`config.mk`:
```
export PLATFORM = sky130hd
export DESIGN_NAME = hs_rx_array_flat
export DESIGN_NICKNAME = d
export VERILOG_FILES = /design/src/rtl/hs_rx_array_if.sv /design/src/rtl/hs_rx_array.sv /design/src/flat_wrapper.sv
export SDC_FILE = /design/constraint.sdc
export NUM_CORES = 1
export LEC_CHECK = 0
export CORE_ASPECT_RATIO = 0.75
export CORE_MARGIN = 2
export CORE_UTILIZATION = 55
export CTS_CLUSTER_SIZE = 25
export DETAILED_ROUTE_END_ITERATION = 16
export PLACE_DENSITY = 0.91
export SETUP_SLACK_MARGIN = 0.1
export SYNTH_ARGS = -nofsm -noshare
export SYNTH_HDL_FRONTEND = slang
export SYNTH_SLANG_ARGS = --single-unit
```
`constraint.sdc`:
```
create_clock -name clk -period 5.5 [get_ports clk]
set_clock_uncertainty 0.1 [all_clocks]
set_input_delay 0.55 -clock clk [delete_from_list [all_inputs] [get_ports clk]]
set_output_delay 0.55 -clock clk [all_outputs]
set_load 0.02 [all_outputs]
```
`src/rtl/hs_rx_array_if.sv`:
```
// hs_rx_array_if -- port bundle for hs_rx_array.
//   slave  : the receiver array (hs_rx_array itself)
//   master : whoever drives the senders and the FIFO consumer
//
// Handshake semantics:
//   * Sender side, per channel i, is 4-phase req/ack.
//     - The sender may raise req[i] only while enableTx[i]=1.
//     - It keeps data[i] stable until ack[i]=1, then drops req[i].
//     - ack[i] falls after req[i] is seen low.
//   * Consumer side is valid/ready.
//     - A word transfers on a rising edge where outputValid=1 and outputReady=1.
//     - While outputValid=1 and outputReady=0, outputData and outputChan hold.
//     - outputValid never depends on outputReady.
// chanState is a debug view of every channel FSM (2 bits per channel).
interface hs_rx_array_if #(
    parameter int DATA_W   = 8,
    parameter int CHANNELS = 4,
    parameter int DEPTH    = 4
) ();
    localparam int CHAN_W = (CHANNELS > 1) ? $clog2(CHANNELS) : 1;
    localparam int CNT_W  = $clog2(DEPTH) + 1;

    logic [CHANNELS-1:0]        req;
    logic [CHANNELS*DATA_W-1:0] data;
    logic [CHANNELS-1:0]        enableTx;
    logic [CHANNELS-1:0]        ack;
    logic [DATA_W-1:0]          outputData;
    logic [CHAN_W-1:0]          outputChan;
    logic                       outputValid;
    logic                       outputReady;
    logic [CNT_W-1:0]           fifoCount;
    logic [2*CHANNELS-1:0]      chanState;

    modport slave (
        input  req, data, outputReady,
        output enableTx, ack, outputData, outputChan, outputValid, fifoCount, chanState
    );

    modport master (
        output req, data, outputReady,
        input  enableTx, ack, outputData, outputChan, outputValid, fifoCount, chanState
    );
endinterface

```
`src/rtl/hs_rx_array.sv`:
```
// hs_rx_array -- array of CHANNELS independent 4-phase req/ack receivers.
//
// Accepted words go into one shared FIFO, tagged with their channel index.
// A round-robin arbiter allows at most one capture per cycle.
// A full FIFO stalls requesting channels in WAIT_REQ; it never drops a word.
//
// Optional feature: define HS_RX_REQ_SYNC_EN to pass every req bit through a
// 2-flop synchronizer. This adds 2 cycles of req-to-state latency.
// When it is undefined, req must be synchronous to clk and is used directly.
module hs_rx_array #(
    parameter int DATA_W   = 8,
    parameter int CHANNELS = 4,
    parameter int DEPTH    = 4
) (
    input  logic         clk,
    input  logic         reset,     // asynchronous, active low
    hs_rx_array_if.slave bus
);
    localparam int CHAN_W = (CHANNELS > 1) ? $clog2(CHANNELS) : 1;
    localparam int PTR_W  = $clog2(DEPTH);
    localparam int CNT_W  = PTR_W + 1;

    typedef enum logic [1:0] {
        ST_IDLE     = 2'd0,
        ST_WAIT_REQ = 2'd1,
        ST_ACK      = 2'd2
    } ch_state_e;

    // ---------------------------------------------------------------
    // Effective request (optionally synchronized)
    // ---------------------------------------------------------------
    logic [CHANNELS-1:0] req_e;

`ifdef HS_RX_REQ_SYNC_EN
    logic [CHANNELS-1:0] sync1_q;
    logic [CHANNELS-1:0] sync2_q;

    // Two-flop synchronizer on every req bit; req_e is the second stage.
    always_ff @(posedge clk or negedge reset) begin
        if (!reset) begin
            sync1_q <= '0;
            sync2_q <= '0;
        end else begin
            sync1_q <= bus.req;
            sync2_q <= sync1_q;
        end
    end

    assign req_e = sync2_q;
`else
    assign req_e = bus.req;
`endif

    // ---------------------------------------------------------------
    // Declarations
    // ---------------------------------------------------------------
    ch_state_e           state_q [CHANNELS];
    ch_state_e           state_d [CHANNELS];
    logic [CHANNELS-1:0] enable_q, enable_d;
    logic [CHANNELS-1:0] ack_q, ack_d;
    logic [CHANNELS-1:0] cap_req;
    logic [CHANNELS-1:0] grant_oh;
    logic                grant_vld;
    logic [CHAN_W-1:0]   grant_idx;
    logic [CHAN_W-1:0]   rr_q, rr_d;

    logic [DATA_W-1:0]   mem_data_q [DEPTH];
    logic [CHAN_W-1:0]   mem_chan_q [DEPTH];
    logic [PTR_W-1:0]    wr_ptr_q, wr_ptr_d;
    logic [PTR_W-1:0]    rd_ptr_q, rd_ptr_d;
    logic [CNT_W-1:0]    cnt_q, cnt_d;
    logic                fifo_valid;
    logic                pop;
    logic                push;
    logic                can_push;
    logic [DATA_W-1:0]   wr_data;

    // ---------------------------------------------------------------
    // FIFO flow control
    // ---------------------------------------------------------------
    // A full FIFO can still take a word on an edge where it also pops.
    assign fifo_valid = (cnt_q != '0);
    assign pop        = fifo_valid && bus.outputReady;
    assign can_push   = (cnt_q < CNT_W'(DEPTH)) || pop;
    assign push       = grant_vld;

    // Capture requests: a channel in WAIT_REQ with its req_e asserted.
    always_comb begin
        cap_req = '0;
        for (int i = 0; i < CHANNELS; i++) begin
            cap_req[i] = (state_q[i] == ST_WAIT_REQ) && req_e[i];
        end
    end

    // Round-robin arbiter: the grant goes to the first requester at or after rr_q, wrapping.
    always_comb begin : arb
        int idx;
        grant_vld = 1'b0;
        grant_idx = '0;
        grant_oh  = '0;
        idx       = 0;
        for (int k = 0; k < CHANNELS; k++) begin
            idx = int'(rr_q) + k;
            if (idx >= CHANNELS) begin
                idx = idx - CHANNELS;
            end
            if (!grant_vld && cap_req[idx] && can_push) begin
                grant_vld = 1'b1;
                grant_idx = CHAN_W'(idx);
            end
        end
        if (grant_vld) begin
            grant_oh[grant_idx] = 1'b1;
        end
    end

    // Pointer advances past the granted channel so it has lowest priority next time.
    always_comb begin
        rr_d = rr_q;
        if (grant_vld) begin
            rr_d = (grant_idx == CHAN_W'(CHANNELS - 1)) ? '0 : grant_idx + 1'b1;
        end
    end

    // ---------------------------------------------------------------
    // Per-channel FSMs
    // ---------------------------------------------------------------
    // Next state and registered-output values for every channel.
    always_comb begin
        for (int i = 0; i < CHANNELS; i++) begin
            state_d[i]  = state_q[i];
            enable_d[i] = 1'b0;
            ack_d[i]    = 1'b0;
            case (state_q[i])
                ST_IDLE: begin
                    if (!req_e[i]) begin
                        state_d[i] = ST_WAIT_REQ;
                    end
                end
                ST_WAIT_REQ: begin
                    if (grant_oh[i]) begin
                        state_d[i] = ST_ACK;
                    end
                end
                ST_ACK: begin
                    if (!req_e[i]) begin
                        state_d[i] = ST_IDLE;
                    end
                end
                default: begin
                    state_d[i] = ST_IDLE;
                end
            endcase
            // enableTx tracks WAIT_REQ exactly.
            enable_d[i] = (state_d[i] == ST_WAIT_REQ);
            // ack rises one edge after the grant and drops on the edge that leaves ACK.
            ack_d[i]    = (state_q[i] == ST_ACK) && (state_d[i] == ST_ACK);
        end
    end

    // Channel state, output registers and the round-robin pointer.
    always_ff @(posedge clk or negedge reset) begin
        if (!reset) begin
            for (int i = 0; i < CHANNELS; i++) begin
                state_q[i] <= ST_IDLE;
            end
            enable_q <= '0;
            ack_q    <= '0;
            rr_q     <= '0;
        end else begin
            for (int i = 0; i < CHANNELS; i++) begin
                state_q[i] <= state_d[i];
            end
            enable_q <= enable_d;
            ack_q    <= ack_d;
            rr_q     <= rr_d;
        end
    end

    // ---------------------------------------------------------------
    // Shared FIFO
    // ---------------------------------------------------------------
    assign wr_data = bus.data[int'(grant_idx)*DATA_W +: DATA_W];

    // Pointer and occupancy next-state; pointers wrap naturally (DEPTH is a power of two).
    always_comb begin
        wr_ptr_d = wr_ptr_q;
        rd_ptr_d = rd_ptr_q;
        cnt_d    = cnt_q;
        if (push) begin
            wr_ptr_d = wr_ptr_q + 1'b1;
        end
        if (pop) begin
            rd_ptr_d = rd_ptr_q + 1'b1;
        end
        case ({push, pop})
            2'b10:   cnt_d = cnt_q + 1'b1;
            2'b01:   cnt_d = cnt_q - 1'b1;
            default: cnt_d = cnt_q;
        endcase
    end

    // FIFO pointers and occupancy; reset discards every buffered word.
    always_ff @(posedge clk or negedge reset) begin
        if (!reset) begin
            wr_ptr_q <= '0;
            rd_ptr_q <= '0;
            cnt_q    <= '0;
        end else begin
            wr_ptr_q <= wr_ptr_d;
            rd_ptr_q <= rd_ptr_d;
            cnt_q    <= cnt_d;
        end
    end

    // Storage array; its contents are only visible through the valid-gated head.
    always_ff @(posedge clk) begin
        if (push) begin
            mem_data_q[wr_ptr_q] <= wr_data;
            mem_chan_q[wr_ptr_q] <= grant_idx;
        end
    end

    // ---------------------------------------------------------------
    // Outputs
    // ---------------------------------------------------------------
    assign bus.enableTx    = enable_q;
    assign bus.ack         = ack_q;
    assign bus.outputValid = fifo_valid;
    assign bus.outputData  = fifo_valid ? mem_data_q[rd_ptr_q] : '0;
    assign bus.outputChan  = fifo_valid ? mem_chan_q[rd_ptr_q] : '0;
    assign bus.fifoCount   = cnt_q;

    // Debug view of the channel FSMs, 2 bits per channel.
    always_comb begin
        bus.chanState = '0;
        for (int i = 0; i < CHANNELS; i++) begin
            bus.chanState[2*i +: 2] = state_q[i];
        end
    end
endmodule
```
`src/flat_wrapper.sv`:
```
// flat-port wrapper written by rule: the top's interface ports become plain ports
module hs_rx_array_flat 
#(
    parameter int DATA_W   = 8,
    parameter int CHANNELS = 4,
    parameter int DEPTH    = 4
)
  (clk, reset, bus_req, bus_data, bus_outputReady, bus_enableTx, bus_ack, bus_outputData, bus_outputChan, bus_outputValid, bus_fifoCount, bus_chanState);
  hs_rx_array_if #(.DATA_W(DATA_W), .CHANNELS(CHANNELS), .DEPTH(DEPTH)) bus_i ();
  input  logic clk;
  input  logic reset;
  input wire logic [$bits(bus_i.req)-1:0] bus_req;
  input wire logic [$bits(bus_i.data)-1:0] bus_data;
  input wire logic [$bits(bus_i.outputReady)-1:0] bus_outputReady;
  output wire logic [$bits(bus_i.enableTx)-1:0] bus_enableTx;
  output wire logic [$bits(bus_i.ack)-1:0] bus_ack;
  output wire logic [$bits(bus_i.outputData)-1:0] bus_outputData;
  output wire logic [$bits(bus_i.outputChan)-1:0] bus_outputChan;
  output wire logic [$bits(bus_i.outputValid)-1:0] bus_outputValid;
  output wire logic [$bits(bus_i.fifoCount)-1:0] bus_fifoCount;
  output wire logic [$bits(bus_i.chanState)-1:0] bus_chanState;
  assign bus_i.req = bus_req;
  assign bus_i.data = bus_data;
  assign bus_i.outputReady = bus_outputReady;
  assign bus_enableTx = bus_i.enableTx;
  assign bus_ack = bus_i.ack;
  assign bus_outputData = bus_i.outputData;
  assign bus_outputChan = bus_i.outputChan;
  assign bus_outputValid = bus_i.outputValid;
  assign bus_fifoCount = bus_i.fifoCount;
  assign bus_chanState = bus_i.chanState;
  hs_rx_array #(.DATA_W(DATA_W), .CHANNELS(CHANNELS), .DEPTH(DEPTH)) u_core (.clk(clk), .reset(reset), .bus(bus_i));
endmodule
```
* After elaboration in Yosys (flattened, before gate mapping)
Memories as Yosys holds them, arrays and structs flattened. Index checks and enable logic that the tools add are counted.
Word-level totals: register bits after elaboration 25, bits in writable memories 40, input port bits 39, output and inout bits 30, logic and storage cells 131, memories 2
Operators by class: $add $sub $neg 12, $lt $le $gt $ge 11, eq/ne operators 19, shifts and indexed selects 1, mux-type cells 49, reduce and logical (&&, ||, !) cells 27
Memories:
- u_core.mem_data_q | depth 4, bits a word 8, rd ports 1, clocked after Yosys merged registers in 0, wr ports 1, RTL line hs_rx_array.sv:67 | logic [DATA_W-1:0] mem_data_q [DEPTH];
- u_core.mem_chan_q | depth 4, bits a word 2, rd ports 1, clocked after Yosys merged registers in 0, wr ports 1, RTL line hs_rx_array.sv:68 | logic [CHAN_W-1:0] mem_chan_q [DEPTH];
Operators by type and width (count):
- < comparator 32 x 4 -> 1 bit, second input constant | 4
- 2-to-1 mux 32 bit | 4
- greater-or-equal comparator 32 x 4 -> 1 bit, second input constant | 3
- subtractor 32 x 4 -> 32 bit, second input constant | 3
- 2-to-1 mux 2 bit | 18
- indexed part select 32 x 6 -> 8 bit | 1
- one-hot mux 2 bit (3 select lines) | 4
- == test 2 bit, second input constant | 10
- == test 2 x 1 -> 1 bit, second input constant | 9
- logical AND 1 bit | 17
- 2-to-1 mux 1 bit | 15
- binary-select mux 1 bit (select 2 bit) | 4
- logical NOT 2 bit | 4
- 2-to-1 mux 8 bit | 1
- adder 2 x 1 -> 2 bit, second input constant | 3
- adder 2 x 2 -> 3 bit, second input constant | 2
- one-hot mux 3 bit (2 select lines) | 1
- 2-to-1 mux 4 bit | 1
- subtractor 2 x 3 -> 4 bit, second input constant | 1
- adder 2 x 1 -> 3 bit, second input constant | 1
- adder 3 x 1 -> 3 bit, second input constant | 1
- greater-or-equal comparator 2 x 3 -> 1 bit, second input constant | 1
- logical NOT 1 bit | 3
- < comparator 2 x 3 -> 1 bit, second input constant | 1
- other kinds (7) | 7

* Longest topological paths before layout
Gate-level depths: netlist of run 1.
depth in word-level cells 28, depth in mapped cells 11, gate-level depth less buffers 10

* Worst setup path before layout of run 1
Ideal clock, no wire load.
path kind flip-flop to flip-flop, from register u_core.state_q, in the netlist u_core.bus.chanState[7], to register u_core.cnt_q[2] (netlist: u_core.bus.fifoCount[2]), setup time 0.133 ns, data arrival time 2.220 ns, data required time 5.267 ns, path slack 3.047 ns, stages on the path, launching flop included 12, path buffers 1, clock period less this slack 2.453 ns, path through dfrtp_1 -> nand3b_1 -> and2_1 -> a31oi_1 -> buf_2 -> inv_1 -> ha_1 -> inv_1 -> fa_1 -> xor2_1 -> nor2_1 -> xor2_1
On the way: cells in the longest elaborated chain, start to end 21, elaborated cells on any way between the ends 32, classes of those cells eq/ne (3); mux (17); reduce/logical (12)
RTL lines:
- from (decl) | RTL line hs_rx_array.sv:57 | ch_state_e state_q [CHANNELS];
- from (signal, indexed assignment) | RTL line hs_rx_array.sv:172 | state_q[i] <= state_d[i];
- == test 2 x 1 -> 1 bit * | RTL line hs_rx_array.sv:91 | cap_req[i] = (state_q[i] == ST_WAIT_REQ) && req_e[i];
- logical AND 1 bit * | RTL line hs_rx_array.sv:91
- binary-select mux 1 bit (select 2 bit) | RTL line hs_rx_array.sv:107 | if (!grant_vld && cap_req[idx] && can_push) begin
- 2-to-1 mux 1 bit (not written as such) (2 in a row) | RTL line hs_rx_array.sv:107
- logical AND 1 bit | RTL line hs_rx_array.sv:107
- 2-to-1 mux 1 bit | RTL line hs_rx_array.sv:107
- logical NOT 1 bit | RTL line hs_rx_array.sv:107
- logical AND 1 bit (2 in a row) | RTL line hs_rx_array.sv:107
- 2-to-1 mux 1 bit | RTL line hs_rx_array.sv:107
- logical NOT 1 bit | RTL line hs_rx_array.sv:107
- logical AND 1 bit (2 in a row) | RTL line hs_rx_array.sv:107
- 2-to-1 mux 1 bit | RTL line hs_rx_array.sv:107
- logical NOT 1 bit | RTL line hs_rx_array.sv:107
- logical AND 1 bit (2 in a row) | RTL line hs_rx_array.sv:107
- 2-to-1 mux 1 bit * | RTL line hs_rx_array.sv:107
- == test 2 x 1 -> 1 bit / == test 2 bit (equally long branches) | RTL line hs_rx_array.sv:196 | case ({push, pop})
- one-hot mux 3 bit (2 select lines) / nonzero test 2 bit (equally long branches)
- to (signal assigned) | RTL line hs_rx_array.sv:212 | cnt_q <= cnt_d;
- to (decl) | RTL line hs_rx_array.sv:71 | logic [CNT_W-1:0] cnt_q, cnt_d;
Every way passes the cells marked *; elsewhere a longest branch is shown, timed or not. The select of a mux whose other input is x is not followed. A chain may end at the register's enable or synchronous reset.

* Worst setup path in the final report of run 1
from input bus_req[3], to register u_core.cnt_q[2] (netlist: u_core.bus.fifoCount[2])
On the way: cells in the longest elaborated chain, start to end 20, elaborated cells on any way between the ends 31, classes of those cells eq/ne (2); mux (17); reduce/logical (12)
RTL lines:
- from (decl) | RTL line flat_wrapper.sv:12 | input wire logic [$bits(bus_i.req)-1:0] bus_req;
- logical AND 1 bit * | RTL line hs_rx_array.sv:91
- binary-select mux 1 bit (select 2 bit) | RTL line hs_rx_array.sv:107
- 2-to-1 mux 1 bit (not written as such) (2 in a row) | RTL line hs_rx_array.sv:107
- logical AND 1 bit | RTL line hs_rx_array.sv:107
- 2-to-1 mux 1 bit | RTL line hs_rx_array.sv:107
- logical NOT 1 bit | RTL line hs_rx_array.sv:107
- logical AND 1 bit (2 in a row) | RTL line hs_rx_array.sv:107
- 2-to-1 mux 1 bit | RTL line hs_rx_array.sv:107
- logical NOT 1 bit | RTL line hs_rx_array.sv:107
- logical AND 1 bit (2 in a row) | RTL line hs_rx_array.sv:107
- 2-to-1 mux 1 bit | RTL line hs_rx_array.sv:107
- logical NOT 1 bit | RTL line hs_rx_array.sv:107
- logical AND 1 bit (2 in a row) | RTL line hs_rx_array.sv:107
- 2-to-1 mux 1 bit * | RTL line hs_rx_array.sv:107
- == test 2 x 1 -> 1 bit / == test 2 bit (equally long branches) | RTL line hs_rx_array.sv:196
- one-hot mux 3 bit (2 select lines) / nonzero test 2 bit (equally long branches)
Marks and branches as above.

==> impl_metrics.py, run 1 <==
metrics = {
    "timing": {
        "worstMarginPinSlew_ns": 1.123,
        "rsz0062_at_grt": "false",
        "post-route-min-period_ns": 3.227,
        "max_freq_mhz": 309.9,
        "slew_headroom_pct": 24.87,
        "slew_violations": 0,
        "hold_violations": 0,
        "hold_ws_ns": 0.4381,
        "fin_crit_sh_pct": 58.67,
        "setup_violations": 0,
        "fin_setup_tns_ns": 0,
    },
    "finish": {
        "nets": 348,
        "finalNonFillerCells": 385,
        "syn2layout_area_growth_pct": 27.79,
        "final_common_cell": "clkdlybuf4s50_1",
        "mostFrequentLayoutCells": "clkdlybuf4s50_1 (68), edfxtp_1 (40), dfrtp_1 (25), and2_1 (20), o2111ai_1 (16)",
        "diodes": 0,
        "design_area_sq_um": 4154,
        "drive_gt1_share_pct": 11.07,
    },
    "placed_design": {
        "dp.final_hpwl_mm": 5.248,
        "place_congestion": 0.8317,
        "dpl.cell_count": 369,
        "place_area_sq_um": 3963,
        "io_buffers": 68,
    },
    "clocking": {
        "numCtsBuffers": 9,
        "cts_hold_buf": 0,
        "cts_resized": 0,
        "cts.clk_slew.worst_paths_ns": 0.07,
        "clock_latency_ns": 0.33,
        "ctsRootBufferMaster": "clkbuf_8",
        "post-cts-setup-buffers": 0,
        "cts_buffer_depth": 2,
        "cts.sinks": 65,
        "tritoncts": "built",
        "h-tree-depth": 3,
    },
    "floorplan": {
        "start_util_pct": 56.38,
        "die_y_um": 70.58,
        "row_count": 24,
        "ios": 69,
        "chipWidth_um": 92.77,
        "die_area_sq_um": 6548,
        "core_sq_um": 5766,
    },
    "worst_hold_path": {
        "hold_class": "reg -> reg",
    },
    "status": {
        "outcome": "finished clean",
    },
    "worst_setup_path": {
        "slowest_delay_ns": 0.82,
        "slowest_stage": "a31oi_1",
        "crit_required_ns": 5.61,
        "worst-path-buf-inv": 3,
        "path_class": "in -> reg",
        "cp-end-kind": "flop",
        "arrival_ns": 3.34,
        "worstPathCellList": "clkdlybuf4s50_1 > nand3b_1 > and2_1 > a31oi_1 > inv_1 > ha_1 > inv_1 > fa_1 > xor2_1 > nor2_1 > xor2_1",
        "start_kind": "input port",
        "crit_fanout": 13,
        "path_delay_family": "compound AO/OA/AOI/OAI gates",
    },
    "grt": {
        "antenna_found_initial": 0,
        "grt_pass1_wl_mm": 11.96,
        "grt_usage_pct": 24.28,
        "grt_pass1_vias": 2345,
        "grt_overflow": 0,
        "grt_max_degree": 26,
    },
    "power_and_ir_drop": {
        "design_power_total_mw": 2.646,
        "leakagePower_nw": 1.524,
        "power.density_nw_per_um2": 636.9,
        "ir_drop_mv": 0.2680,
    },
    "detailed_routing": {
        "drt_iter0_drc": 286,
        "routedWlPerCell_um": 19.02,
        "final_antenna_net_count": 0,
        "drc_errors": 0,
        "finalWirelength_mm": 7.323,
        "vias": 2316,
        "first_pass_iters": 4,
        "via_per_inst": 6.016,
    },
    "synth": {
        "synthFlopType": "edfxtp_1",
        "yosysTopAreaCell": "edfxtp_1",
        "ys_ff_latch": 65,
        "syn_avg_cell_area_sq_um": 13.77,
        "synth_cells": 236,
        "netlist_area_sq_um": 3251,
        "yosys-top-cells-area": "edfxtp_1 (37%), dfrtp_1 (19%), mux4_2 (6.9%)",
        "synth_edf_count": 40,
        "yosysWarnings": 0,
        "async_reset_ff_share_pct": 38.46,
        "synth_simple_gate_area_share_pct": 14.59,
        "muxShareOfSynthArea_pct": 7.583,
        "synth_xor_area_share_pct": 1.617,
        "synthAdderAreaFrac_pct": 2.925,
        "synth_top_family_by_area": "simple AND/OR/NAND/NOR gates",
        "seq_area_frac_synth_pct": 56.20,
        "synth.top_cell.area_share_pct": 36.95,
        "synth.net_count": 282,
        "netlist-cell-type-count": 49,
        "synth_compound_area_share_pct": 13.70,
    },
    "flow_run": {
        "max_cap_viol_count": 0,
    },
}
[layout make-up]
| cell class | instances | area (sq um) |
|---|---|---|
| Clock buffer | 13 | 148.9 |
| Clock inverter | 3 | 42.54 |
| Fill cell | 385 | 1612 |
| Inverter | 11 | 43.79 |
| Multi-Input combinational cell | 147 | 1314 |
| Sequential cell | 65 | 1827 |
| Tap cell | 78 | 97.59 |
| Timing Repair Buffer | 68 | 680.7 |
[flip-flops by register name, indices dropped and copies added, names as in the netlist]
register and flops:
u_core.bus.chanState 8, u_core.rr_q 2, u_core.mem_data_q 32, u_core.bus.fifoCount 3, u_core.wr_ptr_q 2, u_core.bus.enableTx 4, u_core.rd_ptr_q 2, u_core.mem_chan_q 8
u_core.bus.ack 4
[cells by family (layout without fill, tap and decap cells)]
logic type | count (synthesis) | after routing
multiplexers | 12 | 12
AND/OR/NAND/NOR | 67 | 67
XOR/XNOR | 6 | 6
AO/OA/AOI/OAI | 55 | 55
buffers and inverters | 24 | 95
adder cells (fa/ha/maj) | 7 | 7
flip-flops | 65 | 65
[where the power goes]
group / switching (mW) / total, mW / leakage, nW / internal [mW]
combinational: 0.723 / 1.31 / 0.754 / 0.590
sequential: 0.137 / 0.940 / 0.676 / 0.803
clock: 0.171 / 0.393 / 0.0936 / 0.222
total: 1.03 / 2.65 / 1.52 / 1.61
[per-stage QoR]
| stage | setup slack [ns] | utilization (%) |
|---|---|---|
| finish | 2.273 | 72.05 |
| global route | 1.963 | 72.05 |
| CTS | 2.278 | 72.05 |
| detailed placement | 1.921 | 68.73 |
| global placement | 2.062 | 68.73 |
| floorplan | 3.047 | - |
[Yosys cell counts, types with 4 or more instances]
| master | instances |
|---|---|
| edfxtp_1 | 40 |
| dfrtp_1 | 25 |
| and2_1 | 20 |
| o2111ai_1 | 16 |
| mux4_2 | 10 |
| inv_1 | 9 |
| nand3_1 | 9 |
| and4_1 | 8 |
| o211ai_1 | 8 |
| o31a_1 | 8 |
| clkbuf_1 | 6 |
| ha_1 | 6 |
| buf_2 | 5 |
| nor2b_1 | 5 |
| a211oi_1 | 4 |
| nand3b_1 | 4 |
[worst register-to-register path: cells and delay by family (launching register included)]
family	cells	cell delay, ns
AOI/OAI and AO/OA	1	0.82
and+or+nand+nor	3	0.53
adders and majority gates	2	0.45
DFF	1	0.45
buffers and inverters	2	0.29
xor gates and xnor gates	2	0.28
[metal layers]
layer	up-vias	track usage, %	share of wire [%]
met5	-	0	0
met4	0	8.333	2.0
met3	18	7.135	8.4
met2	106	36.47	47
met1	1122	34.54	43
li1	1070	-	-
[path summary, 6_finish.rpt]
kind / end / start / slack (ns) / depth (start not counted)
min in group asynchronous: u_core.bus.chanState[7] / reset / 0.72 / 1
min: u_core.bus.enableTx[1] / u_core.bus.chanState[3] / 0.44 / 1
max: u_core.bus.fifoCount[2] / bus_req[3] / 2.27 / 11
max in group asynchronous: u_core.bus.ack[0] / reset / 3.90 / 1
max reg2reg: u_core.bus.fifoCount[2] / u_core.bus.chanState[7] / 2.46 / 10
min reg2reg: u_core.bus.enableTx[1] / u_core.bus.chanState[3] / 0.44 / 1
No activity file was read; power rests on OpenSTA's default activity.
==> inputs of run 2 (changes only) <==
--- a/config.mk
+++ b/config.mk
@@ -7,10 +7,10 @@
 export LEC_CHECK = 0
 export CORE_ASPECT_RATIO = 0.75
 export CORE_MARGIN = 2
-export CORE_UTILIZATION = 55
+export CORE_UTILIZATION = 51
 export CTS_CLUSTER_SIZE = 25
 export DETAILED_ROUTE_END_ITERATION = 16
-export PLACE_DENSITY = 0.91
+export PLACE_DENSITY = 0.86
 export SETUP_SLACK_MARGIN = 0.1
 export SYNTH_ARGS = -nofsm -noshare
 export SYNTH_HDL_FRONTEND = slang
==> constraint.sdc (replaced) <==
create_clock -name clk -period 3.16 [get_ports clk]
set_clock_uncertainty 0.1 [all_clocks]
set_input_delay 0.316 -clock clk [delete_from_list [all_inputs] [get_ports clk]]
set_output_delay 0.316 -clock clk [all_outputs]
set_load 0.02 [all_outputs]
==> run 2 against run 1 <==
  * Die area increased by 7.4%
  * Combinational power is 79% higher
  * Cell area grew 1.6%
  * Cell count up 2.6%
  * Critical path type is now reg -> out
  * Largest power group unchanged
==> impl_metrics.py, run 2 (same netlist as run 1, synthesis figures left out) <==
metrics = {
    "status": {
        "outcome": "finished clean",
    },
    "clocking": {
        "tritoncts": "built",
        "h-tree-depth": 3,
        "cts_buffer_depth": 2,
        "ctsRootBufferMaster": "clkbuf_8",
        "numCtsBuffers": 9,
        "clock_latency_ns": 0.35,
        "post-cts-setup-buffers": 0,
        "cts_resized": 0,
        "cts_hold_buf": 0,
        "cts.clk_slew.worst_paths_ns": 0.07,
        "cts.sinks": 65,
    },
    "timing": {
        "max_freq_mhz": 360.3,
        "rsz0062_at_grt": "false",
        "worstMarginPinSlew_ns": 0.5370,
        "slew_headroom_pct": 63.96,
        "fin_setup_tns_ns": 0,
        "worst_slack_ns": 0.3843,
        "slew_violations": 0,
        "post-route-min-period_ns": 2.776,
        "fin_crit_sh_pct": 87.84,
        "hold_violations": 0,
        "setup_violations": 0,
    },
    "placed_design": {
        "pre_cts_slack_ns": 0.5067,
        "place_congestion": 0.8448,
        "place_area_sq_um": 4019,
        "dp.final_hpwl_mm": 5.288,
        "io_buffers": 68,
    },
    "detailed_routing": {
        "drt_iter0_drc": 122,
        "via_per_inst": 5.929,
        "first_pass_iters": 4,
        "vias": 2342,
        "finalWirelength_mm": 7.284,
        "routedWlPerCell_um": 18.44,
        "drc_errors": 0,
        "final_antenna_net_count": 0,
    },
    "grt": {
        "grt_usage_pct": 23.04,
        "grt_max_degree": 26,
        "grt_pass1_vias": 2343,
        "grt_overflow": 0,
        "grt_pass1_wl_mm": 11.93,
        "antenna_found_initial": 0,
    },
    "finish": {
        "fillCellCount": 455,
        "top_register": "u_core.mem_data_q",
        "design_area_sq_um": 4220,
        "diodes": 0,
        "multi_input_area_sq_um": 1314,
        "syn2layout_area_growth_pct": 29.83,
        "nets": 355,
        "drive_gt1_share_pct": 14.01,
        "largest_register_ffs": 32,
        "seqCellArea_sq_um": 1827,
        "final_common_cell": "clkdlybuf4s50_1",
        "mostFrequentLayoutCells": "clkdlybuf4s50_1 (68), edfxtp_1 (40), dfrtp_1 (25), and2_1 (20), o2111ai_1 (16)",
    },
    "worst_setup_path": {
        "path_class": "reg -> out",
        "crit_fanout": 7,
        "worstPathCellList": "buf_4 > mux4_2 > and2_1 > clkdlybuf4s50_1",
        "arrival_ns": 2.36,
        "slowest_stage": "dfrtp_1",
        "crit_required_ns": 2.74,
        "slowest_delay_ns": 0.55,
        "worst-path-buf-inv": 2,
        "cp-end-kind": "output pin",
        "start_kind": "flop",
        "path_delay_family": "buffers and inverters",
    },
    "floorplan": {
        "core_sq_um": 6225,
        "row_count": 25,
        "ios": 69,
        "die_area_sq_um": 7035,
        "chipWidth_um": 96.19,
        "die_y_um": 73.14,
        "start_util_pct": 52.22,
    },
    "power_and_ir_drop": {
        "design_power_total_mw": 4.684,
        "ir_drop_mv": 0.4546,
        "power.density_nw_per_um2": 1110,
        "leakagePower_nw": 1.564,
    },
    "worst_hold_path": {
        "hold_class": "in -> async",
    },
    "flow_run": {
        "max_cap_viol_count": 0,
    },
}
[run 2: cell count changes in the layout (fill, tap and decap cells not counted), sizes merged]
cell / before / now
buf: 0 / 7
clkbuf: 13 / 9
clkinv: 1 / 3
inv: 11 / 13
[run 2: final cells by class]
cell class	instances	share of cell area, %
clock buffer	9	2.935
clock inverter	7	1.838
inverter	11	1.038
multi-input combinational	147	31.13
sequential	65	43.28
tap	81	2.401
timing repair buffer	75	17.37
[run 2: power by group]
group / internal (mW) / switching [mW] / total [mW]
Clock: 0.370 / 0.344 / 0.714
Sequential: 1.40 / 0.219 / 1.62
Combinational: 1.08 / 1.28 / 2.35
Total: 2.85 / 1.84 / 4.68
[run 2: through the flow]
step,cells,hold WS (ns),util [%]
finish,395,0.2253,67.80
global route,395,0.2526,67.80
CTS,395,0.2273,67.80
detailed placement,379,0.4118,64.56
global placement,379,0.4014,64.56
floorplan,236,-0.07959,-
[run 2: final timing paths]
path                            slack (ns)  depth (start not counted)                 endpoint                    start
worst max-delay path                  0.38                          4        bus_outputData[0]       u_core.rd_ptr_q[0]
worst min-delay path                  0.23                          2  u_core.bus.chanState[3]                    reset
worst max register to register        0.78                          7           u_core.rr_q[1]           u_core.rr_q[1]
worst min register to register        0.43                          1   u_core.bus.enableTx[1]  u_core.bus.chanState[3]
max in group asynchronous             2.49                          2       u_core.rd_ptr_q[0]                    reset
min in group clk                      0.43                          1   u_core.bus.enableTx[1]  u_core.bus.chanState[3]
[run 2: per-layer routing]
layer  routed length, um  global-route usage, %
met1                3361                  32.15
met2                3404                  34.80
met3                 421                  6.715
met4                  97                  7.937
met5                   0                      0
[run 2: worst reg2reg max path: stages, from the launching register on]
cell	delay, ns
dfrtp_1	0.51
and4bb_2	0.29
o21ai_2	0.29
nand3_2	0.28
buf_4	0.25
inv_1	0.06
ha_1	0.22
mux2_2	0.26
